==> src/rtl/spi_gpu_pkg.sv <==
// Shared definitions for the SPI command controller: opcodes, FSM states,
// byte width and opcode legality.
// Optional build macro: SPI_CMD_ERR_CNT_EN (makes opcode 11 a legal STATUS command).
package spi_gpu_pkg;

    localparam int unsigned SPI_BYTE_W = 8;

    localparam logic [1:0] OP_NOP    = 2'b00;
    localparam logic [1:0] OP_WRITE  = 2'b01;
    localparam logic [1:0] OP_READ   = 2'b10;
    localparam logic [1:0] OP_STATUS = 2'b11;

    typedef enum logic [2:0] {
        ST_IDLE,
        ST_ADDR,
        ST_WDATA,
        ST_RFETCH,
        ST_RWAIT,
        ST_RDATA,
        ST_DISCARD
    } state_e;

    // Opcode 11 is only meaningful when the error counter is built in.
    function automatic logic op_is_legal(input logic [1:0] op);
`ifdef SPI_CMD_ERR_CNT_EN
        return 1'b1;
`else
        return op != OP_STATUS;
`endif
    endfunction

endpackage

==> src/rtl/spi_cmd_addr_ctr.sv <==
// Loadable register-address counter that wraps modulo 2^ADDR_W on increment.
module spi_cmd_addr_ctr
    import spi_gpu_pkg::*;
#(
    parameter int unsigned ADDR_W = 8
) (
    input  logic              clk,
    input  logic              rst_n,
    input  logic              load_i,
    input  logic [ADDR_W-1:0] load_val_i,
    input  logic              inc_i,
    output logic [ADDR_W-1:0] addr_o
);

    logic [ADDR_W-1:0] addr_q;
    logic [ADDR_W-1:0] addr_d;

    // Load takes priority over increment; natural overflow gives the wrap.
    always_comb begin
        addr_d = addr_q;
        if (load_i) begin
            addr_d = load_val_i;
        end else if (inc_i) begin
            addr_d = addr_q + ADDR_W'(1);
        end
    end

    // Address register.
    always_ff @(posedge clk or negedge rst_n) begin
        if (!rst_n) begin
            addr_q <= '0;
        end else begin
            addr_q <= addr_d;
        end
    end

    assign addr_o = addr_q;

endmodule

==> src/rtl/spi_cmd_controller.sv <==
// SPI command sequencer: decodes opcode/address/data bytes framed by slave
// select into register-file writes and reads, and returns read data to the
// byte shifter. Optional build macro: SPI_CMD_ERR_CNT_EN adds an 8-bit
// saturating error counter readable with the STATUS opcode (11).
module spi_cmd_controller
    import spi_gpu_pkg::*;
#(
    parameter int unsigned ADDR_W = 8,
    parameter int unsigned DATA_W = 8
) (
    input  logic                  clk,
    input  logic                  rst_n,
    input  logic                  frame_active,
    input  logic                  rx_valid,
    input  logic [SPI_BYTE_W-1:0] rx_data,
    output logic [SPI_BYTE_W-1:0] tx_data,
    output logic                  tx_load,
    output logic [ADDR_W-1:0]     reg_addr,
    output logic                  reg_we,
    output logic [DATA_W-1:0]     reg_wdata,
    output logic                  reg_re,
    input  logic [DATA_W-1:0]     reg_rdata,
    output logic                  busy,
    output logic                  err
);

    state_e                  state_q;
    logic                    is_write_q;
    logic                    reg_we_q;
    logic                    reg_re_q;
    logic                    tx_load_q;
    logic                    err_q;
    logic [SPI_BYTE_W-1:0]   tx_data_q;
    logic [DATA_W-1:0]       reg_wdata_q;
    logic [ADDR_W-1:0]       addr_q;
    logic [ADDR_W-1:0]       addr_load_val;
    logic [1:0]              op;
    logic                    byte_ok;
    logic                    addr_load;
    logic                    addr_inc;

    assign op            = rx_data[7:6];
    assign byte_ok       = frame_active && rx_valid;
    assign addr_load_val = ADDR_W'(rx_data);
    assign addr_load     = (state_q == ST_ADDR) && byte_ok;
    // Advance after a strobe that actually reached the register file, or
    // once read data has been captured for transmission.
    assign addr_inc      = frame_active && (reg_we_q || (state_q == ST_RWAIT));

    spi_cmd_addr_ctr #(
        .ADDR_W(ADDR_W)
    ) u_addr_ctr (
        .clk       (clk),
        .rst_n     (rst_n),
        .load_i    (addr_load),
        .load_val_i(addr_load_val),
        .inc_i     (addr_inc),
        .addr_o    (addr_q)
    );

`ifdef SPI_CMD_ERR_CNT_EN
    logic [7:0] err_cnt_q;
    logic       cnt_bump;
    logic       status_hit;

    assign status_hit = (state_q == ST_IDLE) && byte_ok && (op == OP_STATUS);
    assign cnt_bump   = ((state_q == ST_IDLE) && byte_ok && !op_is_legal(op)) ||
                        ((state_q == ST_ADDR) && !frame_active);

    // Saturating count of illegal opcodes and frames aborted in ADDR; a STATUS read clears it.
    always_ff @(posedge clk or negedge rst_n) begin
        if (!rst_n) begin
            err_cnt_q <= '0;
        end else if (status_hit) begin
            err_cnt_q <= '0;
        end else if (cnt_bump && (err_cnt_q != '1)) begin
            err_cnt_q <= err_cnt_q + 8'd1;
        end
    end
`endif

    // Command FSM with registered strobes and response byte.
    always_ff @(posedge clk or negedge rst_n) begin
        if (!rst_n) begin
            state_q     <= ST_IDLE;
            is_write_q  <= 1'b0;
            reg_we_q    <= 1'b0;
            reg_re_q    <= 1'b0;
            tx_load_q   <= 1'b0;
            err_q       <= 1'b0;
            tx_data_q   <= '0;
            reg_wdata_q <= '0;
        end else begin
            reg_we_q  <= 1'b0;
            reg_re_q  <= 1'b0;
            tx_load_q <= 1'b0;
            if (!frame_active) begin
                state_q <= ST_IDLE;
            end else begin
                case (state_q)
                    ST_IDLE: begin
                        if (rx_valid) begin
                            if (!op_is_legal(op)) begin
                                err_q   <= 1'b1;
                                state_q <= ST_DISCARD;
                            end else begin
                                err_q <= 1'b0;
                                case (op)
                                    OP_WRITE: begin
                                        is_write_q <= 1'b1;
                                        state_q    <= ST_ADDR;
                                    end
                                    OP_READ: begin
                                        is_write_q <= 1'b0;
                                        state_q    <= ST_ADDR;
                                    end
                                    OP_STATUS: begin
`ifdef SPI_CMD_ERR_CNT_EN
                                        tx_data_q <= err_cnt_q;
                                        tx_load_q <= 1'b1;
`endif
                                        state_q   <= ST_DISCARD;
                                    end
                                    default: state_q <= ST_DISCARD;
                                endcase
                            end
                        end
                    end
                    ST_ADDR: begin
                        if (rx_valid) begin
                            if (is_write_q) begin
                                state_q <= ST_WDATA;
                            end else begin
                                reg_re_q <= 1'b1;
                                state_q  <= ST_RFETCH;
                            end
                        end
                    end
                    ST_WDATA: begin
                        if (rx_valid) begin
                            reg_we_q    <= 1'b1;
                            reg_wdata_q <= DATA_W'(rx_data);
                        end
                    end
                    ST_RFETCH: state_q <= ST_RWAIT;
                    ST_RWAIT: begin
                        tx_data_q <= SPI_BYTE_W'(reg_rdata);
                        tx_load_q <= 1'b1;
                        state_q   <= ST_RDATA;
                    end
                    ST_RDATA: begin
                        if (rx_valid) begin
                            reg_re_q <= 1'b1;
                            state_q  <= ST_RFETCH;
                        end
                    end
                    ST_DISCARD: state_q <= ST_DISCARD;
                    default:    state_q <= ST_IDLE;
                endcase
            end
        end
    end

    assign tx_data   = tx_data_q;
    assign tx_load   = tx_load_q;
    assign reg_addr  = addr_q;
    // Strobes are qualified by frame_active so one already scheduled for the
    // cycle in which the frame ends never reaches the register file.
    assign reg_we    = reg_we_q && frame_active;
    assign reg_re    = reg_re_q && frame_active;
    assign reg_wdata = reg_wdata_q;
    assign busy      = (state_q != ST_IDLE);
    assign err       = err_q;

endmodule

==> config.mk <==
export PLATFORM = sky130hd
export DESIGN_NAME = spi_cmd_controller
export DESIGN_NICKNAME = d
export VERILOG_FILES = /design/src/rtl/spi_gpu_pkg.sv /design/src/rtl/spi_cmd_addr_ctr.sv /design/src/rtl/spi_cmd_controller.sv
export SDC_FILE = /design/constraint.sdc
export NUM_CORES = 1
export LEC_CHECK = 0
export CAP_MARGIN = 0
export CORE_ASPECT_RATIO = 0.6
export CORE_MARGIN = 2
export CORE_UTILIZATION = 41
export DETAILED_ROUTE_END_ITERATION = 8
export PLACE_DENSITY = 0.73
export SYNTH_ARGS = -nofsm -noshare
export SYNTH_HDL_FRONTEND = slang
export SYNTH_HIERARCHICAL = 1
export SYNTH_SLANG_ARGS = --single-unit
==> constraint.sdc <==
create_clock -name clk -period 2.07 [get_ports clk]
set_clock_uncertainty 0.1 [all_clocks]
set_input_delay 0.3105 -clock clk [delete_from_list [all_inputs] [get_ports clk]]
set_output_delay 0.3105 -clock clk [all_outputs]
set_load 0.005 [all_outputs]
# After elaboration in Yosys (flattened, before gate mapping)
# Index checks and enable logic that the tools add are counted.
[op_classes] addsub=1 eq_ne=13 mux=21 n_reduce_logical=16
[ops] op="one-hot mux 3 bit (7 select lines)" n=1
[ops] op="two-way mux 3 bit" n=6
[ops] op="two-way mux 8 bit" n=2
[ops] op="two-way mux 1 bit" n=10
[ops] op="equality test 3 bit, second input constant" n=3
[ops] op="!= test 3 bit, second input constant" n=3
[ops] op="adder 8 x 1 -> 8 bit, second input constant" n=1
[ops] op="equality test 3 x 2 -> 1 bit, second input constant" n=2
[ops] op="AND reduction 3 bit" n=2
[ops] op="logical AND 1 bit" n=5
[ops] op="AND reduction 5 bit" n=1
[ops] op="!= test 2 bit, second input constant" n=2
[ops] op="one-hot mux 1 bit (2 select lines)" n=2
[ops] op="AND reduction 4 bit" n=1
[ops] op="nonzero test 2 bit" n=2
[ops] op="equality test 3 x 1 -> 1 bit, second input constant" n=1
[ops] op="zero test 3 bit" n=1
[ops] op="nonzero test 3 bit" n=1
[ops] op="equality test 2 x 1 -> 1 bit, second input constant" n=1
[ops] op="equality test 2 bit, second input constant" n=1
[ops] op="AND reduction 2 bit" n=1
[ops] op="OR reduction 2 bit" n=1
[ops] op="logical OR 1 bit" n=1
[word_totals] register_bits=32 inputBits=20 out_inout_bits=29 elab_cells=60

# Depth between registers and ports, before layout
# Gate-level depths: netlist of the first run.
[depth] word_depth=7 mapped_depth=9 mapped_depth_nobuf=6

# Hierarchy
# The synthesis of the first run kept the hierarchy.
[by_module_without_submodules] module="spi_cmd_controller" n_inst=1 cells_each=77 area_per_inst_um2=1079.8 seq_area_each_um2=600.6
[by_module_without_submodules] module="spi_cmd_addr_ctr" n_inst=1 cells_each=49 area_per_inst_um2=450.4 seq_area_each_um2=200.2

# Worst setup path before layout of the first run
# Ideal clock, no wire load.
[synth_path] path_type="register to register" from="register state_q[1]" to="register u_addr_ctr.addr_q[7], in the netlist u_addr_ctr/addr_o[7]" arrival_time_ns=1.835 path_slack_ns=0.066 stages_incl_launch_ff=10 n_path_buf=3 period_less_slack_ns=2.004 cell_sequence="dfrtp_1 -> buf_6 -> nor2_1 -> and3_1 -> buf_6 -> or2_2 -> buf_4 -> nand4_4 -> or4_1 -> nand3_1"
[synth_via] elab_chain_cells=4 elab_cells_between_ends=7 classes_between="eq/ne (2); mux (1); reduce/logical (4)"
[synth_lines] element="start: declaration" line="spi_cmd_controller.sv:27" rtl="state_e state_q;"
[synth_lines] element="start signal: assignment" line="spi_cmd_controller.sv:85" rtl="state_q <= ST_IDLE;"
[synth_lines] element="start signal: assignment" line="spi_cmd_controller.sv:98" rtl="state_q <= ST_IDLE;"
[synth_lines] element="start signal: assignment" line="spi_cmd_controller.sv:105" rtl="state_q <= ST_DISCARD;"
[synth_lines] element="equality test 3 bit" line="spi_cmd_controller.sv:48" rtl="assign addr_inc = frame_active && (reg_we_q || (state_q == ST_RWAIT));"
[synth_lines] element="logical OR 1 bit" line="spi_cmd_controller.sv:48"
[synth_lines] element="logical AND 1 bit" line="spi_cmd_controller.sv:48"
[synth_lines] element="via addr_inc" line="spi_cmd_controller.sv:40" rtl="logic addr_inc;"
[synth_lines] element="nonzero test 2 bit (no line)"
[synth_lines] element="end signal: assignment" line="spi_cmd_addr_ctr.sv:33" rtl="addr_q <= addr_d;"
[synth_lines] element="end: declaration" line="spi_cmd_addr_ctr.sv:15" rtl="logic [ADDR_W-1:0] addr_q;"
# The timed path passes the listed nets, and every way through them passes these cells.
# A chain may end at the register's enable or synchronous reset.

# Worst setup path after layout of the first run
[layout_path] from="input frame_active" to="output reg_we"
[layout_via] elab_chain_cells=1
[layout_lines] element="start: declaration" line="spi_cmd_controller.sv:13" rtl="input logic frame_active,"
[layout_lines] element="logical AND 1 bit" line="spi_cmd_controller.sv:169" rtl="assign reg_we = reg_we_q && frame_active;"
[layout_lines] element="end: declaration" line="spi_cmd_controller.sv:19" rtl="output logic reg_we,"
# No other way between the ends.

==> results of run 1 <==
[cells in the final DEF, fill, tap and decap left out, types with 2 or more instances in the layout]
| master | synthesis | routed |
|---|---|---|
| nand2_1 | 13 | 13 |
| clkdlybuf4s50_1 | 0 | 48 |
| mux2_1 | 10 | 10 |
| inv_1 | 2 | 2 |
| o21ai_0 | 7 | 7 |
| a21boi_0 | 2 | 2 |
| clkbuf_8 | 0 | 7 |
| or4_1 | 3 | 3 |
| o21ai_1 | 2 | 2 |
| nand4_1 | 2 | 2 |
| xor2_1 | 3 | 3 |
| mux2_2 | 8 | 8 |
| ha_1 | 3 | 3 |
| nand3_1 | 5 | 5 |
| dfrtp_1 | 32 | 32 |
| nor2b_1 | 5 | 5 |
| buf_4 | 1 | 14 |
| and2_1 | 2 | 2 |
| nor2_1 | 3 | 3 |
[logic make-up (layout without fill, tap and decap cells)]
family	after synthesis	after routing
adder cells (fa/ha/maj)	3	3
AO/OA/AOI/OAI	16	16
multiplexers	19	19
flip-flops	32	32
XOR/XNOR	4	4
AND/OR/NAND/NOR	44	44
buffers and inverters	8	71
[stage by stage]
| step | power, mW | hold WS, ns | cell area, um^2 | TNS, ns | cells |
|---|---|---|---|---|---|
| floorplan | 1.47 | -0.0851 | 1530 | 0 | 126 |
| global placement | 2.10 | 0.366 | 2130 | 0 | 229 |
| detailed placement | 2.15 | 0.374 | 2130 | -0.0492 | 229 |
| CTS | 2.68 | 0.347 | 2230 | 0 | 236 |
| global route | 2.83 | 0.369 | 2230 | 0 | 236 |
| finish | 2.65 | 0.333 | 2230 | 0 | 236 |
[area by class of cell]
type | instances | area [um^2] | area share (%)
flip-flops and latches | 32 | 801 | 36.0
multi-input cells | 86 | 678 | 30.4
repair buffers | 62 | 586 | 26.3
clock buffers | 7 | 96.3 | 4.33
well taps | 47 | 58.8 | 2.64
inverters | 2 | 7.51 | 0.337
[metal layers]
layer  track usage (%)  vias up  share of wire, %
met4              8.20        0               1.6
met2              27.6       48                42
met5                 0        -                 0
met1              22.3      591                48
met3              8.24        8               8.4
li1                  -      569                 -
[cells in the mapped netlist (3+ instances only)]
cell type	count
buf_6	3
dfrtp_1	32
ha_1	3
mux2_1	10
mux2_2	8
nand2_1	13
nand3_1	5
nor2_1	3
nor2b_1	5
o21ai_0	7
or4_1	3
xor2_1	3
[state kept, by name, indices dropped and copies added (netlist names)]
| name | count |
|---|---|
| u_addr_ctr/addr_o | 8 |
| reg_wdata | 8 |
| reg_we_q | 1 |
| state_q | 3 |
| tx_data | 8 |
| err | 1 |
| tx_load | 1 |
| reg_re_q | 1 |
| is_write_q | 1 |
[worst max-delay path, cell delays in order]
cell             delay [ns]
clkdlybuf4s50_1        0.51
and2_1                 0.15
clkdlybuf4s50_1        0.52
[path summary, 6_finish.rpt]
| check | to | from | slack, ns |
|---|---|---|---|
| max in group asynchronous | u_addr_ctr/addr_o[1] | rst_n | 1.24 |
| setup reg to reg | u_addr_ctr/addr_o[7] | state_q[1] | 0.21 |
| min in group clk | reg_wdata[3] | reg_wdata[3] | 0.39 |
| hold / removal | tx_data[4] | rst_n | 0.33 |
| hold reg to reg | reg_wdata[3] | reg_wdata[3] | 0.39 |
| setup / recovery | reg_we | frame_active | 0.17 |
[power groups by stage]
stage          combinational [mW]  clock (mW)  sequential, mW
3_5_place_dp                 1.04           0            1.11
5_1_grt                      1.13       0.560            1.14
2_1_floorplan               0.374           0            1.10
3_3_place_gp                 1.01           0            1.09
4_1_cts                      1.04       0.525            1.11
6_report                     1.03       0.509            1.11
==> results.cfg, run 1 <==
[power]
p_seq_share_pct = 41.8
max-vdd-ir-drop_uv = 605
clkPwrFrac_pct = 19.2
power_frac_comb_pct = 38.9
power_leakage_nw = 0.965
p_sw_share_pct = 29.3
pwr_density_cell_mw_per_mm2 = 1190
p_int_mw = 1.87
p_sw_mw = 0.775

[synthesis]
synth_compound_area_share_pct = 6.79
ys_warn_count = 6
yosysTopAreaCell = dfrtp_1
synth_cell_types = 36
seq_area_frac_synth_pct = 52.3
synthSimpleGateAreaFrac_pct = 18.6
synth_top_family_by_area = simple AND/OR/NAND/NOR gates
syn_nets = 149
synth_top_area_share_pct = 52.3
syn-cell-area_mm2 = 0.00153
synthAdderAreaFrac_pct = 2.45
yosys-mux-area-fraction_pct = 13.9
synth-xor-area-share_pct = 2.29
synth_edf_count = 0
async_flop_share_pct = 100
synth-main-ff-cell = dfrtp_1
synth-seq-cells = 32
syn_inst = 126
avgSynthCellArea_um2 = 12.1
synth_area_leaders = dfrtp_1 (52%), mux2_1 (7.4%), mux2_2 (5.9%)

[timing]
tightest_slew_ns = 0.403
max_freq_ghz = 0.525
finalCritPeriodShare_pct = 92.0
fin_ws_ns = 0.165
relSlewSlack_pct = 73.1
fin_crit_ns = 1.90
rsz0062_at_grt = false
setup_violations = 0
drv_slew = 0
hold_viol_final = 0

[finish]
n_fill_cell = 289
area_delta_synth_final_pct = 45.5
drive_above_1_share_pct = 19.6
final_util_pct = 61.6
nNetsFinal = 212
antennaDiodeCount = 0

[clock_network]
post_cts.repair.setup_buffers = 0
cts-resized-gates = 0
postCtsHoldBufs = 0
root_buffer = clkbuf_8
path_clk_slew_ns = 0.06
cts_buffer_depth = 2
clk_latency_ns = 0.27
numCtsBuffers = 5
h-tree-depth = 2
clock_sinks = 32
cts_tree = yes

[global_routing]
antenna_found_initial = 0
grt_util_all_layers_pct = 18.1
grt_first_pass_wirelength_um = 5910
grt_max_degree = 33
overflow = 0
grt_pass1_vias = 1292

[placed_design]
finalWeightedCongestion = 0.756
dp_hpwl_um = 2620
io_buffer_count = 48
post-place-ws_ns = -0.0261

[hold_path]
hold_path.class = in2async

[critical_path]
timing.critical_path.from_type = primary input
worst-path-max-fanout = 4
critical_path_class = in2out
rr_worst_depth = 6
crit_arrival_ns = 1.49
cp.required_ns = 1.66
end_kind = primary output

[status]
status = complete, no violations

[die]
fp.dieArea_mm2 = 0.00425
ioPinCount = 49
core_area_mm2 = 0.00362
start_util_pct = 42.3
rows = 17
die_x_um = 82.9
die_h_um = 51.3

[detailed_routing]
drc = 0
postRouteAntennaNets = 0
finalWirelength_um = 3500
via_count = 1216
wl_per_cell_um = 14.8
first_iter_violations = 33
drt-vias-per-instance = 5.15
first_pass_iters = 4

[job]
drv_cap = 0
Power figures use the tool's default switching activity.
==> run 2: changes to the inputs <==
--- a/config.mk
+++ b/config.mk
@@ -10,6 +10,7 @@
 export CORE_MARGIN = 2
 export CORE_UTILIZATION = 41
 export DETAILED_ROUTE_END_ITERATION = 8
+export HOLD_SLACK_MARGIN = 0.05
 export PLACE_DENSITY = 0.73
 export SYNTH_ARGS = -nofsm -noshare
 export SYNTH_HDL_FRONTEND = slang
==> results of run 2 <==
No change in the layout: final DEF, timing and power equal those of run 1.
==> run 3: changes to the inputs <==
--- a/config.mk
+++ b/config.mk
@@ -7,7 +7,7 @@
 export LEC_CHECK = 0
 export CAP_MARGIN = 0
 export CORE_ASPECT_RATIO = 0.6
-export CORE_MARGIN = 2
+export CORE_MARGIN = 3
 export CORE_UTILIZATION = 41
 export DETAILED_ROUTE_END_ITERATION = 8
 export HOLD_SLACK_MARGIN = 0.05
==> results.cfg, run 3 (synthesized netlist as in run 1, its figures left out) <==
[global_routing]
grt_util_all_layers_pct = 17.3
antenna_found_initial = 0
grt_max_degree = 33
overflow = 0
grt_first_pass_wirelength_um = 5830
grt_pass1_vias = 1218

[status]
status = complete, no violations

[timing]
hold_slack_ns = 0.320
relSlewSlack_pct = 73.0
hold_viol_final = 0
rsz0062_at_grt = false
setup_violations = 0
tightest_slew_ns = 0.405
max_freq_ghz = 0.551
finalCritPeriodShare_pct = 87.7
setup_tns_ns = 0
drv_slew = 0
fin_crit_ns = 1.82

[detailed_routing]
wl_per_cell_um = 14.9
first_iter_violations = 28
via_count = 1220
first_pass_iters = 4
drt-vias-per-instance = 5.17
finalWirelength_um = 3530
drc = 0
postRouteAntennaNets = 0

[clock_network]
cts_buffer_depth = 2
clock_sinks = 32
clk_latency_ns = 0.28
postCtsHoldBufs = 0
numCtsBuffers = 5
h-tree-depth = 2
root_buffer = clkbuf_8
cts_tree = yes
path_clk_slew_ns = 0.07

[finish]
n_fill_cell = 277
antennaDiodeCount = 0
stdcell_count = 236
area_delta_synth_final_pct = 46.2
final_util_pct = 65.7
final_common_cell = clkdlybuf4s50_1
final_cell_mix = clkdlybuf4s50_1 (47), dfrtp_1 (32), buf_4 (14)
nNetsFinal = 213
drive_above_1_share_pct = 19.4

[power]
power_leakage_nw = 0.973
pwr_density_cell_mw_per_mm2 = 1180
max-vdd-ir-drop_uv = 653

[placed_design]
finalWeightedCongestion = 0.839
io_buffer_count = 48
placed_cells = 228
dp_hpwl_um = 2640

[critical_path]
timing.critical_path.from_type = primary input
r2r_start = state_q[1]
critical_path_class = in2out
critPathLaunch = frame_active
end_kind = primary output
reg2reg_to = u_addr_ctr/addr_o[7]
crit_arrival_ns = 1.41
endpoint = reg_we
rrSetupSlack_ns = 0.28
cp.required_ns = 1.66
rr_worst_depth = 6
worst-path-max-fanout = 8

[die]
die_h_um = 53.3
start_util_pct = 45.0
die_x_um = 84.9
ioPinCount = 49
rows = 16
fp.dieArea_mm2 = 0.00453
core_area_mm2 = 0.00340

[hold_path]
hold_path.class = in2async

[job]
drv_cap = 0
==> run 3: stage by stage <==
step                setup WS (ns)  area [um^2]  power [mW]
global route                0.182         2240        2.82
global placement           -0.105         2150        2.12
finish                      0.254         2240        2.64
detailed placement         -0.132         2150        2.17
CTS                         0.259         2240        2.67
floorplan                  0.0662         1530        1.47
==> run 3: how the worst min path moves through the flow <==
stage                     cells after the start           end  slack, ns
after CTS                                     2  reg_wdata[7]       0.34
after floorplan                               0           err      -0.09
final                                         2  reg_wdata[7]       0.32
after global routing                          2  reg_wdata[6]       0.36
after global placement                        1  reg_wdata[5]       0.37
after detailed placement                      1  reg_wdata[0]       0.38
==> run 3: critical path, cell delays in order <==
cell             delay [ns]
dlygate4sd2_1          0.38
and2_1                 0.20
clkdlybuf4s50_1        0.51
==> run 3: where the power goes <==
group / internal (mW) / switching, mW
sequential: 0.888 / 0.229
clock: 0.271 / 0.218
combinational: 0.695 / 0.343
==> run 3: routing by layer <==
metal  vias to the layer above  track usage, %  wire length (um)
li1                        576               -                 -
met1                       605            22.8              1720
met2                        33            26.6              1570
met3                         6            5.75               200
met4                         0            6.32                40
met5                         -               0                 0
==> run 3: area by class of cell <==
type | count | area [um^2] | share of cell area (%)
Multi-Input combinational cell | 86 | 678 | 30.3
Tap cell | 45 | 56.3 | 2.52
Clock buffer | 8 | 90.1 | 4.03
Inverter | 2 | 7.51 | 0.336
Timing Repair Buffer | 63 | 604 | 27.0
Sequential cell | 32 | 801 | 35.8
==> run 3: timing repair <==
item,in CTS,in global routing
setup buffers,0,0
endpoints found under the setup margin,1,0
resized for setup,1,0
